--- config.mk ---
export PLATFORM = sky130hd
export DESIGN_NAME = word_gen_range_loader
export DESIGN_NICKNAME = d
export VERILOG_FILES = /design/src/rtl/word_gen_range_loader.sv
export SDC_FILE = /design/constraint.sdc
export NUM_CORES = 1
export LEC_CHECK = 0
export ABC_AREA = 1
export BUFFER_PORTS_ARGS = -buffer_cell sky130_fd_sc_hd__buf_2
export CAP_MARGIN = 10
export CORE_AREA = 2 2 101 103
export DETAILED_ROUTE_END_ITERATION = 7
export DIE_AREA = 0 0 103 105
export PLACE_DENSITY = 0.52
export REMOVE_ABC_BUFFERS = 1
export SLEW_MARGIN = 20
export SYNTH_ARGS = -nofsm -noshare
export SYNTH_HDL_FRONTEND = slang
export SYNTH_SLANG_ARGS = --single-unit
--- constraint.sdc ---
create_clock -name OP_CLK -period 1.5 [get_ports OP_CLK]
set_input_delay 0.15 -clock OP_CLK [delete_from_list [all_inputs] [get_ports OP_CLK]]
set_output_delay 0.15 -clock OP_CLK [all_outputs]
set_load 0.01 [all_outputs]
--- src/rtl/word_gen_range_loader.sv ---
// -----------------------------------------------------------------------------
// word_gen_range_loader
//
// Purpose:
//   Parses a word-generator range configuration byte stream coming from the
//   packet input FIFO and drives the configuration write ports of the
//   word_gen_char_range array (whose CONF_CLK is OP_CLK).
//   Stream layout: NR, then NR records {NC, NC chars, SI}, then 8'hBB.
//
// Ports:
//   OP_CLK             clock, rising edge
//   rstb               synchronous reset, active-high
//   din/din_valid      input byte stream; din_ready is the handshake back
//   conf_din           registered byte payload (CHAR_BITS wide)
//   conf_range         index of the range being configured
//   conf_en_num_chars  write strobe for num_chars flags (num_chars_eq0/lt2)
//   conf_en_chars      write strobe for a char table entry at conf_char_addr,
//                      pre_end_char marks the second-to-last entry
//   conf_en_start_idx  write strobe for start_idx (= conf_din)
//   done               one-cycle pulse after a complete, valid configuration
//   err/err_code       sticky error: 1 NR, 2 NC, 3 char, 4 SI, 5 terminator
// -----------------------------------------------------------------------------
module word_gen_range_loader #(
  parameter int CHAR_BITS        = 7,
  parameter int RANGES_MAX       = 8,
  parameter int CHARS_NUMBER_MAX = (CHAR_BITS == 7) ? 96 : 224,
  parameter int RANGE_MSB        = ($clog2(RANGES_MAX) > 0) ? $clog2(RANGES_MAX) - 1 : 0,
  parameter int NUM_CHARS_MSB    = $clog2(CHARS_NUMBER_MAX + 1) - 1
) (
  input  logic                   OP_CLK,
  input  logic                   rstb,
  input  logic [7:0]             din,
  input  logic                   din_valid,
  output logic                   din_ready,
  output logic [CHAR_BITS-1:0]   conf_din,
  output logic [RANGE_MSB:0]     conf_range,
  output logic                   conf_en_num_chars,
  output logic                   num_chars_eq0,
  output logic                   num_chars_lt2,
  output logic                   conf_en_chars,
  output logic [NUM_CHARS_MSB:0] conf_char_addr,
  output logic                   pre_end_char,
  output logic                   conf_en_start_idx,
  output logic                   done,
  output logic                   err,
  output logic [2:0]             err_code
);

  localparam int RW = RANGE_MSB + 1;
  localparam int NW = NUM_CHARS_MSB + 1;

  localparam logic [7:0]  TERM_BYTE = 8'hBB;
  localparam logic [NW-1:0] ONE_A   = NW'(1);
  localparam logic [NW:0]   ONE_N   = (NW + 1)'(1);
  localparam logic [NW:0]   TWO_N   = (NW + 1)'(2);
  localparam logic [RW-1:0] ONE_R   = RW'(1);
  localparam logic [RW:0]   ONE_RX  = (RW + 1)'(1);

  typedef enum logic [2:0] {
    S_IDLE, S_NUM_CHARS, S_CHARS, S_START_IDX, S_TERM, S_DONE, S_ERROR
  } state_t;

  state_t          state_q;
  logic [RW:0]     nr_q;          // one bit wider than the range index: NR may equal RANGES_MAX
  logic [RW-1:0]   range_cnt_q;
  logic [NW-1:0]   nc_q;
  logic [NW-1:0]   addr_cnt_q;

  logic [CHAR_BITS-1:0] conf_din_q;
  logic [RW-1:0]   conf_range_q;
  logic            en_num_chars_q, eq0_q, lt2_q;
  logic            en_chars_q, pre_end_q;
  logic [NW-1:0]   conf_char_addr_q;
  logic            en_start_idx_q, done_q, err_q;
  logic [2:0]      err_code_q;

  logic            accept;
  logic [7:0]      nc_byte;
  logic            nr_bad, nc_bad, char_bad, si_bad;
  logic            last_char, pre_end_hit, last_range;

  assign din_ready = (state_q == S_IDLE) || (state_q == S_NUM_CHARS) ||
                     (state_q == S_CHARS) || (state_q == S_START_IDX) ||
                     (state_q == S_TERM);
  assign accept    = din_valid && din_ready;

  assign nc_byte   = 8'(nc_q);
  assign nr_bad    = (din == 8'd0) || (din > 8'(RANGES_MAX));
  assign nc_bad    = din > 8'(CHARS_NUMBER_MAX);
  assign char_bad  = (CHAR_BITS == 7) && din[7];
  // With NC==0 the only legal start index is 0.
  assign si_bad    = (nc_q == '0) ? (din != 8'd0) : (din >= nc_byte);

  // Compare in a widened domain so NC-1 / NC-2 never underflow.
  assign last_char   = ({1'b0, addr_cnt_q} + ONE_N) == {1'b0, nc_q};
  assign pre_end_hit = ({1'b0, addr_cnt_q} + TWO_N) == {1'b0, nc_q};
  assign last_range  = ({1'b0, range_cnt_q} + ONE_RX) == nr_q;

  always_ff @(posedge OP_CLK) begin
    if (rstb) begin
      state_q          <= S_IDLE;
      nr_q             <= '0;
      range_cnt_q      <= '0;
      nc_q             <= '0;
      addr_cnt_q       <= '0;
      conf_din_q       <= '0;
      conf_range_q     <= '0;
      en_num_chars_q   <= 1'b0;
      eq0_q            <= 1'b0;
      lt2_q            <= 1'b0;
      en_chars_q       <= 1'b0;
      pre_end_q        <= 1'b0;
      conf_char_addr_q <= '0;
      en_start_idx_q   <= 1'b0;
      done_q           <= 1'b0;
      err_q            <= 1'b0;
      err_code_q       <= 3'd0;
    end else begin
      // Strobes are single-cycle by default.
      en_num_chars_q <= 1'b0;
      en_chars_q     <= 1'b0;
      en_start_idx_q <= 1'b0;
      pre_end_q      <= 1'b0;
      done_q         <= 1'b0;

      if (accept) begin
        conf_din_q <= din[CHAR_BITS-1:0];
      end

      case (state_q)
        S_IDLE: if (accept) begin
          if (nr_bad) begin
            state_q <= S_ERROR; err_q <= 1'b1; err_code_q <= 3'd1;
          end else begin
            nr_q        <= din[RW:0];
            range_cnt_q <= '0;
            state_q     <= S_NUM_CHARS;
          end
        end
        S_NUM_CHARS: if (accept) begin
          if (nc_bad) begin
            state_q <= S_ERROR; err_q <= 1'b1; err_code_q <= 3'd2;
          end else begin
            nc_q             <= din[NW-1:0];
            en_num_chars_q   <= 1'b1;
            eq0_q            <= (din == 8'd0);
            lt2_q            <= (din < 8'd2);
            addr_cnt_q       <= '0;
            conf_char_addr_q <= '0;
            conf_range_q     <= range_cnt_q;
            state_q          <= (din == 8'd0) ? S_START_IDX : S_CHARS;
          end
        end
        S_CHARS: if (accept) begin
          if (char_bad) begin
            state_q <= S_ERROR; err_q <= 1'b1; err_code_q <= 3'd3;
          end else begin
            en_chars_q       <= 1'b1;
            conf_char_addr_q <= addr_cnt_q;
            conf_range_q     <= range_cnt_q;
            pre_end_q        <= pre_end_hit;
            if (last_char) state_q <= S_START_IDX;
            else           addr_cnt_q <= addr_cnt_q + ONE_A;
          end
        end
        S_START_IDX: if (accept) begin
          if (si_bad) begin
            state_q <= S_ERROR; err_q <= 1'b1; err_code_q <= 3'd4;
          end else begin
            en_start_idx_q <= 1'b1;
            conf_range_q   <= range_cnt_q;
            if (last_range) begin
              state_q <= S_TERM;
            end else begin
              range_cnt_q <= range_cnt_q + ONE_R;
              state_q     <= S_NUM_CHARS;
            end
          end
        end
        S_TERM: if (accept) begin
          if (din == TERM_BYTE) begin
            state_q <= S_DONE;
            done_q  <= 1'b1;
          end else begin
            state_q <= S_ERROR; err_q <= 1'b1; err_code_q <= 3'd5;
          end
        end
        S_DONE:  state_q <= S_IDLE;
        S_ERROR: state_q <= S_ERROR;   // only rstb leaves the error state
        default: state_q <= S_IDLE;
      endcase
    end
  end

  assign conf_din          = conf_din_q;
  assign conf_range        = conf_range_q;
  assign conf_en_num_chars = en_num_chars_q;
  assign num_chars_eq0     = eq0_q;
  assign num_chars_lt2     = lt2_q;
  assign conf_en_chars     = en_chars_q;
  assign conf_char_addr    = conf_char_addr_q;
  assign pre_end_char      = pre_end_q;
  assign conf_en_start_idx = en_start_idx_q;
  assign done              = done_q;
  assign err               = err_q;
  assign err_code          = err_code_q;

endmodule

==> results of run 1 <==
## cell usage in the layout (no fill, tap or decap), types with 3 or more instances in the layout
cell type	synthesis	final
a21oi_1	32	28
a21oi_2	3	7
buf_2	3	39
buf_4	0	85
buf_6	1	11
clkbuf_8	0	5
dfxtp_1	52	39
dfxtp_2	0	9
dfxtp_4	0	4
ha_1	10	5
ha_4	0	5
inv_1	45	38
inv_2	10	14
inv_4	1	3
nand2_1	112	83
nand2_2	4	24
nand2_4	2	11
nand3_1	44	34
nand3_2	4	9
nand3_4	0	5
nand4_1	7	7
nor2_1	47	40
nor2_2	7	7
nor2_4	5	12
nor3_1	6	5
o21ai_0	24	11
o21ai_1	4	12
o21ai_2	0	5
xnor2_1	4	3
xor2_1	4	4
## through the flow
stage | setup WS [ns] | total power, mW | hold slack, ns
3_3_place_gp | -0.2204 | 2.432 | 0.4420
4_1_cts | -0.1170 | 3.494 | 0.1176
3_5_place_dp | -0.2428 | 2.439 | 0.4325
2_1_floorplan | -0.1294 | 2.024 | 0.2124
6_report | -0.1533 | 3.634 | 0.1263
5_1_grt | -0.2750 | 3.813 | 0.1227
## kinds of logic (layout without fill, tap and decap cells)
group           count (synthesis)  after routing  synth area share [%]
buf+inv                        66            201                 8.853
fa+ha+maj                      10             10                 4.216
simple gates                  241            241                 37.65
xor+xnor                        8              8                 2.361
compound gates                 65             65                 11.85
flops                          52             52                 35.08
## timing repair
action | CTS | global route
setup endpoints to repair | 31 | 50
resized for setup | 59 | 82
buffers inserted | 4 | 5
pin swaps | 21 | 34
## state kept, by name (all words and copies together) (netlist names)
signal	cells
addr_cnt_q	7
err	1
conf_en_num_chars	1
conf_en_start_idx	1
done	1
conf_char_addr	7
state_q	3
range_cnt_q	3
num_chars_eq0	1
err_code	3
pre_end_char	1
conf_range	3
num_chars_lt2	1
nr_q	4
conf_din	7
conf_en_chars	1
nc_q	7
## worst max path at each step
stage,slack [ns],end,depth (start not counted),from
after floorplan,-0.13,addr_cnt_q[0],11,addr_cnt_q[0]
after global placement,-0.22,err_code[2],14,nc_q[1]
after detailed placement,-0.24,err_code[2],13,nc_q[1]
after CTS,-0.12,state_q[2],13,nc_q[1]
after global routing,-0.27,addr_cnt_q[3],11,addr_cnt_q[1]
final,-0.15,addr_cnt_q[4],11,addr_cnt_q[1]
## routing by layer
| layer | vias up | track usage, % |
|---|---|---|
| met3 | 17 | 3.813 |
| met2 | 54 | 28.29 |
| met4 | 0 | 4.605 |
| li1 | 1695 | - |
| met1 | 1461 | 21.64 |
| met5 | - | 0 |
## area by class of cell
type	instances	area (µm²)
Timing Repair Buffer	136	977.2
Multi-Input combinational cell	324	2037
Inverter	57	239.0
Clock inverter	2	35.03
Tap cell	133	166.4
Clock buffer	6	72.57
Sequential cell	52	1067
Fill cell	964	5045
## power breakdown
group          switching [mW]  leakage, nW  internal [mW]
combinational           0.623         1.60          0.491
sequential             0.0740        0.430           1.45
clock                   0.497       0.0552          0.497
## worst max-delay path, stage by stage (launching register included)
cell	delay (ns)
dfxtp_4	0.38
ha_4	0.24
inv_1	0.07
nand2_1	0.05
nand2_1	0.06
nand3_2	0.08
nor2_4	0.15
nand4_4	0.16
buf_4	0.18
nand3_1	0.08
nand2_1	0.06
nor2_1	0.08
==> impl_metrics.yaml, run 1 <==
hold_path:
  min_to: "num_chars_eq0"
  hold_start: "rstb"
  hold_path_depth: 2
  hold_class: "primary input to register"
final_layout:
  fin_cells: 710
  antenna_cells: 0
  final_nets: 597
  fin_area_um2: 4594
  drive_gt1_share_pct: 45.93
  post-route-util_pct: 47.66
  area_growth_pct: 54.81
route:
  wl_met2_mm: 4.535
  routedWlPerCell_um: 12.84
  drt-met1-wl_mm: 4.056
  top_layer_used: "met4"
  via_per_inst: 4.545
  wl_met3_um: 352
  first_pass_iters: 4
  ant_nets: 0
  routed_wl_mm: 9.116
  first_iter_violations: 73
  drc: 0
  vias: 3227
die:
  die_y_um: 105
  die-area_um2: 10820
  io_pins: 40
  rows: 36
  chipWidth_um: 103
  core_um2: 9639
  initial_utilization_pct: 30.79
place:
  dp_cells: 693
  hpwl_mm: 6.802
  place_area_um2: 3958
  numPortBuffers: 39
  gp_congestion: 0.8532
critical_path:
  reg2regPathDepth: 11
  r2r_slack_ns: -0.15
  critPathKind: "register to register"
  cp-end-kind: "register"
  rr_endpoint: "addr_cnt_q[4]"
  worst_setup_path_start_kind: "register"
  crit_required_ns: 1.75
  critPathMaxFanout: 4
  r2r-start: "addr_cnt_q[1]"
  worstPathArrival_ns: 1.90
synthesis:
  netlist.area_leader.share_pct: 35.08
  yosys_warnings: 0
  avgSynthCellArea_um2: 6.715
  async_flop_share_pct: 0
  synth_top_area_cell: "dfxtp_1"
  yosys-top-cells-count: "112 x nand2_1, 52 x dfxtp_1, 47 x nor2_1, 45 x inv_1, 44 x nand3_1"
  seq_area_frac_synth_pct: 35.08
  synthFlopType: "dfxtp_1"
  yosys_register_bits: 52
  synthCells: 442
  synthTopCellsByArea: "dfxtp_1 35%, nand2_1 14%, nand3_1 7.4%"
  ys_types: 31
  synth_edf_count: 0
  yosysMostFrequentCell: "nand2_1"
  synth.cell_area_um2: 2968
timing:
  slew_headroom_pct: 79.38
  setup_slack_ns: -0.1533
  min_period_ns: 1.653
  clock_skew_ns: 0.004859
  tns_ns: -1.986
  drv_slew: 0
  fin_crit_sh_pct: 110.2
  hold_violations: 0
  clock.fmax_mhz: 604.9
  rsz0062_at_grt: "true"
  tightest_slew_ns: 0.3090
  finalSetupViolations: 22
clock_network:
  clk_pin_slew_worst_paths_ns: 0.10
  clkLatencyLatePin_ns: 0.31
  cts_buffers: 5
  cts_hold_buf: 0
  clock-sinks: 52
  cts_buffer_depth: 2
  cts_root_buffer: "clkbuf_8"
  tritoncts: "built"
  h-tree-depth: 2
global_route:
  overflow: 0
  antenna_found_initial: 0
  grt_max_degree: 23
  grt_first_pass_wirelength_mm: 14.51
  grt_usage_pct: 16.93
  grt_pass1_vias: 3086
power:
  ir_drop_uv: 452.6
  power_density_nw_per_um2: 791.0
  leakagePower_nw: 2.088
status:
  status: "finished with violations"
  violations: "negative setup slack"
run:
  max-cap-violations: 0
No activity file was read; power rests on OpenSTA's default activity.
==> run 2, diff against run 1 <==
--- a/config.mk
+++ b/config.mk
@@ -8,11 +8,10 @@
 export ABC_AREA = 1
 export BUFFER_PORTS_ARGS = -buffer_cell sky130_fd_sc_hd__buf_2
 export CAP_MARGIN = 10
-export CORE_AREA = 2 2 101 103
+export CORE_AREA = 4 4 103 105
 export DETAILED_ROUTE_END_ITERATION = 7
-export DIE_AREA = 0 0 103 105
+export DIE_AREA = 0 0 107 109
 export PLACE_DENSITY = 0.52
-export REMOVE_ABC_BUFFERS = 1
 export SLEW_MARGIN = 20
 export SYNTH_ARGS = -nofsm -noshare
 export SYNTH_HDL_FRONTEND = slang
==> run 2 against run 1 <==
Net effect: the flow still finishes with violations (negative setup slack); non-clock buffer count grew 1; final area increased by 0.93%; via count rose by 0.43%; combinational power shrank 4%; die area rose by 7.8%; maximum frequency fell by 1.1%; register-to-register slack worse by 0.02 ns; largest cell class unchanged.
==> impl_metrics.yaml, run 2 (synthesis gave the netlist of run 1 again) <==
status:
  status: "finished with violations"
  violations: "negative setup slack"
timing:
  clock.fmax_mhz: 598.1
  hold_violations: 0
  slew_headroom_pct: 76.42
  finalSetupViolations: 21
  tns_ns: -2.734
  setup_slack_ns: -0.1720
  clock_skew_ns: 0.01138
  min_period_ns: 1.672
  rsz0062_at_grt: "true"
  drv_slew: 0
  fin_crit_sh_pct: 111.5
  tightest_slew_ns: 0.3533
hold_path:
  hold_class: "primary input to register"
  hold_path_depth: 2
critical_path:
  reg2regPathDepth: 13
  slowest_delay_ns: 0.35
  crit_required_ns: 1.75
  crit_family: "simple AND/OR/NAND/NOR gates"
  cp-end-kind: "register"
  worstPathArrival_ns: 1.92
  worst_setup_path_start_kind: "register"
  critPathKind: "register to register"
  path_cells: "inv_2 > ha_4 > nand2_2 > nand3_2 > nand2_1 > nand2_1 > nand2_1 > nand2_2 > nand2_4 > nand2_8 > nor2_4 > nand2_2 > a21oi_2"
  worst-path-buf-inv: 1
  r2r_slack_ns: -0.17
  crit_path_start: "nc_q[1]"
  cp_slowest_cell: "dfxtp_2"
  crit_path_end: "range_cnt_q[1]"
  cp_num_cells: 13
  critPathMaxFanout: 3
  r2r-start: "nc_q[1]"
  rr_endpoint: "range_cnt_q[1]"
global_route:
  antenna_found_initial: 0
  grt_usage_pct: 15.88
  grt_pass1_vias: 3173
  grt_first_pass_wirelength_mm: 14.94
  grt_max_degree: 25
  overflow: 0
clock_network:
  clock-sinks: 52
  tritoncts: "built"
  clkLatencyLatePin_ns: 0.31
  h-tree-depth: 2
  clk_pin_slew_worst_paths_ns: 0.11
  cts_hold_buf: 0
  cts_buffers: 5
  cts_buffer_depth: 2
  cts_root_buffer: "clkbuf_8"
die:
  chipWidth_um: 107
  die_y_um: 109
  rows: 36
  initial_utilization_pct: 30.79
  io_pins: 40
  die-area_um2: 11660
  core_um2: 9639
final_layout:
  area_growth_pct: 56.24
  final_nets: 598
  final_cell_mix: "92 x buf_4, 88 x nand2_1, 39 x buf_2"
  final_common_cell: "buf_4"
  fin_cells: 711
  antenna_cells: 0
  drive_gt1_share_pct: 47.92
route:
  via_per_inst: 4.558
  first_pass_iters: 4
  ant_nets: 0
  routedWlPerCell_um: 12.89
  vias: 3241
  drc: 0
  first_iter_violations: 90
  routed_wl_mm: 9.167
power:
  ir_drop_uv: 447.5
  power_density_nw_per_um2: 783.5
  leakagePower_nw: 2.056
place:
  hpwl_mm: 6.915
  numPortBuffers: 39
  gp_congestion: 0.9023
  dp_cells: 693
synthesis:
  synth_nets: 463
run:
  max-cap-violations: 0
-- run 2: cell count changes in the layout (fill, tap and decap cells not counted), moves of 3 or more --
cell | before | now
a21oi_1 | 28 | 25
a21oi_2 | 7 | 10
buf_4 | 85 | 92
buf_6 | 11 | 5
dfxtp_1 | 39 | 35
dfxtp_2 | 9 | 14
ha_1 | 5 | 1
ha_4 | 5 | 9
nand2_1 | 83 | 88
nand2_4 | 11 | 4
nor2_1 | 40 | 36
nor2_2 | 7 | 10
-- run 2: metal layers --
| layer | global-route usage [%] | vias up | share of wire (%) |
|---|---|---|---|
| met5 | 0 | - | 0 |
| met4 | 2.922 | 0 | 0.95 |
| met3 | 2.131 | 8 | 2.6 |
| met2 | 29.72 | 49 | 52 |
| met1 | 19.57 | 1488 | 44 |
| li1 | - | 1696 | - |
-- run 2: repair_timing --
| item | in CTS | in global routing |
|---|---|---|
| setup buffers | 3 | 7 |
| setup endpoints to repair | 34 | 46 |
| gates resized for setup | 48 | 69 |
| pin swaps | 14 | 32 |
| endpoints found under the hold margin | 0 | 0 |
-- run 2: worst min path at each step --
stage                         end  slack [ns]   start
CTS                 conf_en_chars        0.09    rstb
finish              conf_en_chars        0.09    rstb
global route        conf_en_chars        0.09    rstb
global placement    conf_en_chars        0.42    rstb
detailed placement  conf_en_chars        0.42    rstb
floorplan             conf_din[3]        0.31  din[3]
-- run 2: worst reg2reg max path, delay by kind of cell, from the launching register on --
family,cells,cell delay (ns)
compound gates,1,0.13
fa+ha+maj,1,0.24
buf+inv,1,0.05
flops,1,0.35
simple gates,10,0.84
-- run 2: area by class of cell --
class | instances | area, µm²
multi-input cells | 324 | 2083
well taps | 133 | 166.4
clock buffers | 6 | 82.58
inverters | 57 | 234.0
flip-flops and latches | 52 | 1070
repair buffers | 137 | 962.2
clock inverters | 2 | 38.79
fillers | 1008 | 5002
-- run 2: power breakdown --
group	internal [mW]	switching, mW
Clock	0.547	0.501
Sequential	1.45	0.0656
Combinational	0.472	0.596
Total	2.47	1.16
-- run 2: metrics by stage --
| step | util [%] | hold WS [ns] | instance area, µm² | total power, mW | setup WS, ns |
|---|---|---|---|---|---|
| 3_5_place_dp | 41.68 | 0.4230 | 4018 | 2.459 | -0.1781 |
| 4_1_cts | 45.28 | 0.08618 | 4364 | 3.568 | -0.1092 |
| 2_1_floorplan | - | 0.3130 | 3028 | 2.065 | 0.004132 |
| 3_3_place_gp | 41.68 | 0.4187 | 4018 | 2.449 | -0.1328 |
| 6_report | 48.10 | 0.08846 | 4637 | 3.633 | -0.1720 |
| 5_1_grt | 48.10 | 0.09216 | 4637 | 3.856 | -0.2567 |
==> run 3, diff against run 2 <==
--- a/config.mk
+++ b/config.mk
@@ -8,9 +8,9 @@
 export ABC_AREA = 1
 export BUFFER_PORTS_ARGS = -buffer_cell sky130_fd_sc_hd__buf_2
 export CAP_MARGIN = 10
-export CORE_AREA = 4 4 103 105
+export CORE_AREA = 4 4 115 95
 export DETAILED_ROUTE_END_ITERATION = 7
-export DIE_AREA = 0 0 107 109
+export DIE_AREA = 0 0 119 99
 export PLACE_DENSITY = 0.52
 export SLEW_MARGIN = 20
 export SYNTH_ARGS = -nofsm -noshare
==> run 3 against run 2 <==
Net effect: clock power rose by 12%; core utilization increased by 2.0 points; final cell count up 2.1%; highest routed layer unchanged; via count increased by 0.99%; die area up 1.0%; largest power group unchanged; maximum frequency up 2.1%; the flow still finishes with violations (negative setup slack); clock skew fell by 0.0036 ns; critical path type unchanged.
==> impl_metrics.yaml, run 3 (synthesis gave the netlist of run 1 again) <==
power:
  ir_drop_uv: 453.9
  power_density_nw_per_um2: 807.9
  finalPower_mw: 3.909
  leakagePower_nw: 2.185
final_layout:
  final_common_cell: "buf_4"
  post-route-util_pct: 50.14
  final_nets: 610
  antenna_cells: 0
  drive_gt1_share_pct: 49.15
  area_growth_pct: 63.03
  final_cell_mix: "95 x buf_4, 92 x nand2_1, 39 x buf_2"
clock_network:
  tritoncts: "built"
  h-tree-depth: 2
  clkLatencyLatePin_ns: 0.29
  clk_pin_slew_worst_paths_ns: 0.07
  cts_buffers: 5
  clock-sinks: 52
  cts_hold_buf: 0
  cts_root_buffer: "clkbuf_16"
  cts_buffer_depth: 2
die:
  io_pins: 40
  rows: 32
  die_y_um: 99
  die-area_um2: 11780
  core_um2: 9649
  initial_utilization_pct: 30.76
  chipWidth_um: 119
route:
  first_iter_violations: 135
  drt-met1-wl_mm: 4.886
  ant_nets: 0
  wl_met2_mm: 4.037
  routedWlPerCell_um: 12.88
  drc: 0
  first_pass_iters: 4
  vias: 3273
  via_per_inst: 4.508
  wl_met3_um: 374
  top_layer_used: "met4"
  routed_wl_mm: 9.351
critical_path:
  crit_family: "simple AND/OR/NAND/NOR gates"
  path_cells: "inv_4 > nor2_4 > buf_4 > inv_1 > nor2_4 > buf_12 > buf_12 > nand3_4 > nand3_4 > nand2_1 > o21ai_1 > nor2_1"
  cp-end-kind: "register"
  crit_required_ns: 1.67
  slowest_delay_ns: 0.35
  critPathMaxFanout: 7
  worstPathArrival_ns: 1.81
  cp_slowest_cell: "dfxtp_2"
  critPathKind: "register to register"
  worst-path-buf-inv: 5
  worst_setup_path_start_kind: "register"
place:
  place_ws_ns: -0.1516
  hpwl_mm: 6.955
  numPortBuffers: 39
  gp_congestion: 0.8594
hold_path:
  hold_class: "primary input to register"
global_route:
  grt_max_degree: 18
  grt_pass1_vias: 3146
  grt_usage_pct: 16.03
  overflow: 0
  antenna_found_initial: 0
  grt_first_pass_wirelength_mm: 15.49
status:
  violations: "negative setup slack"
  status: "finished with violations"
timing:
  min_period_ns: 1.638
  finalSetupViolations: 23
  slew_headroom_pct: 78.41
  drv_slew: 0
  hold_violations: 0
  rsz0062_at_grt: "true"
  clock_skew_ns: 0.007791
  clock.fmax_mhz: 610.5
  tightest_slew_ns: 0.3239
  fin_crit_sh_pct: 109.2
  setup_slack_ns: -0.1380
run:
  max-cap-violations: 0
synthesis:
  synth_nets: 463
[run 3: cell count changes in the layout (fill, tap and decap cells not counted), sizes merged]
cell    previous run  this run
clkbuf             6         8
bufinv             1         0
buf              137       148
[run 3: report_power, final]
part | total, mW | internal [mW] | switching, mW
combinational | 1.21 | 0.556 | 0.655
clock | 1.18 | 0.668 | 0.508
sequential | 1.52 | 1.45 | 0.0680
[run 3: per-layer routing]
layer	up-vias	GRT usage [%]
li1	1725	-
met1	1498	23.65
met2	46	24.36
met3	4	3.098
met4	0	3.028
met5	-	0
[run 3: stage by stage]
stage | area [µm²] | std cells | hold slack (ns) | TNS (ns)
CTS | 4448 | 713 | 0.2261 | -1.441
floorplan | 3028 | 442 | 0.3130 | 0
detailed placement | 4056 | 699 | 0.4520 | -3.238
global route | 4838 | 726 | 0.2590 | -4.688
finish | 4838 | 726 | 0.2343 | -1.917
global placement | 4056 | 699 | 0.4472 | -2.881
[run 3: repair_timing]
item	in CTS	in global routing
buffers inserted	6	12
endpoints found under the hold margin	0	0
pin swaps	15	32
gates cloned	0	1
resized for setup	51	82
setup endpoints to repair	46	49
[run 3: final timing paths]
path | start | to | slack (ns) | depth (start not counted)
hold reg to reg | conf_char_addr[2] | conf_char_addr[2] | 0.46 | 2
setup / recovery | state_q[0] | range_cnt_q[2] | -0.14 | 12
hold / removal | rstb | range_cnt_q[2] | 0.23 | 2
setup reg to reg | state_q[0] | range_cnt_q[2] | -0.14 | 12
[run 3: layout make-up]
type                    count  area (µm²)
clock buffers               8       146.4
inverters                  57       236.5
fillers                   979        4811
repair inverters            1       6.256
flip-flops and latches     52        1074
well taps                 136       170.2
repair buffers            148        1101
multi-input cells         324        2105
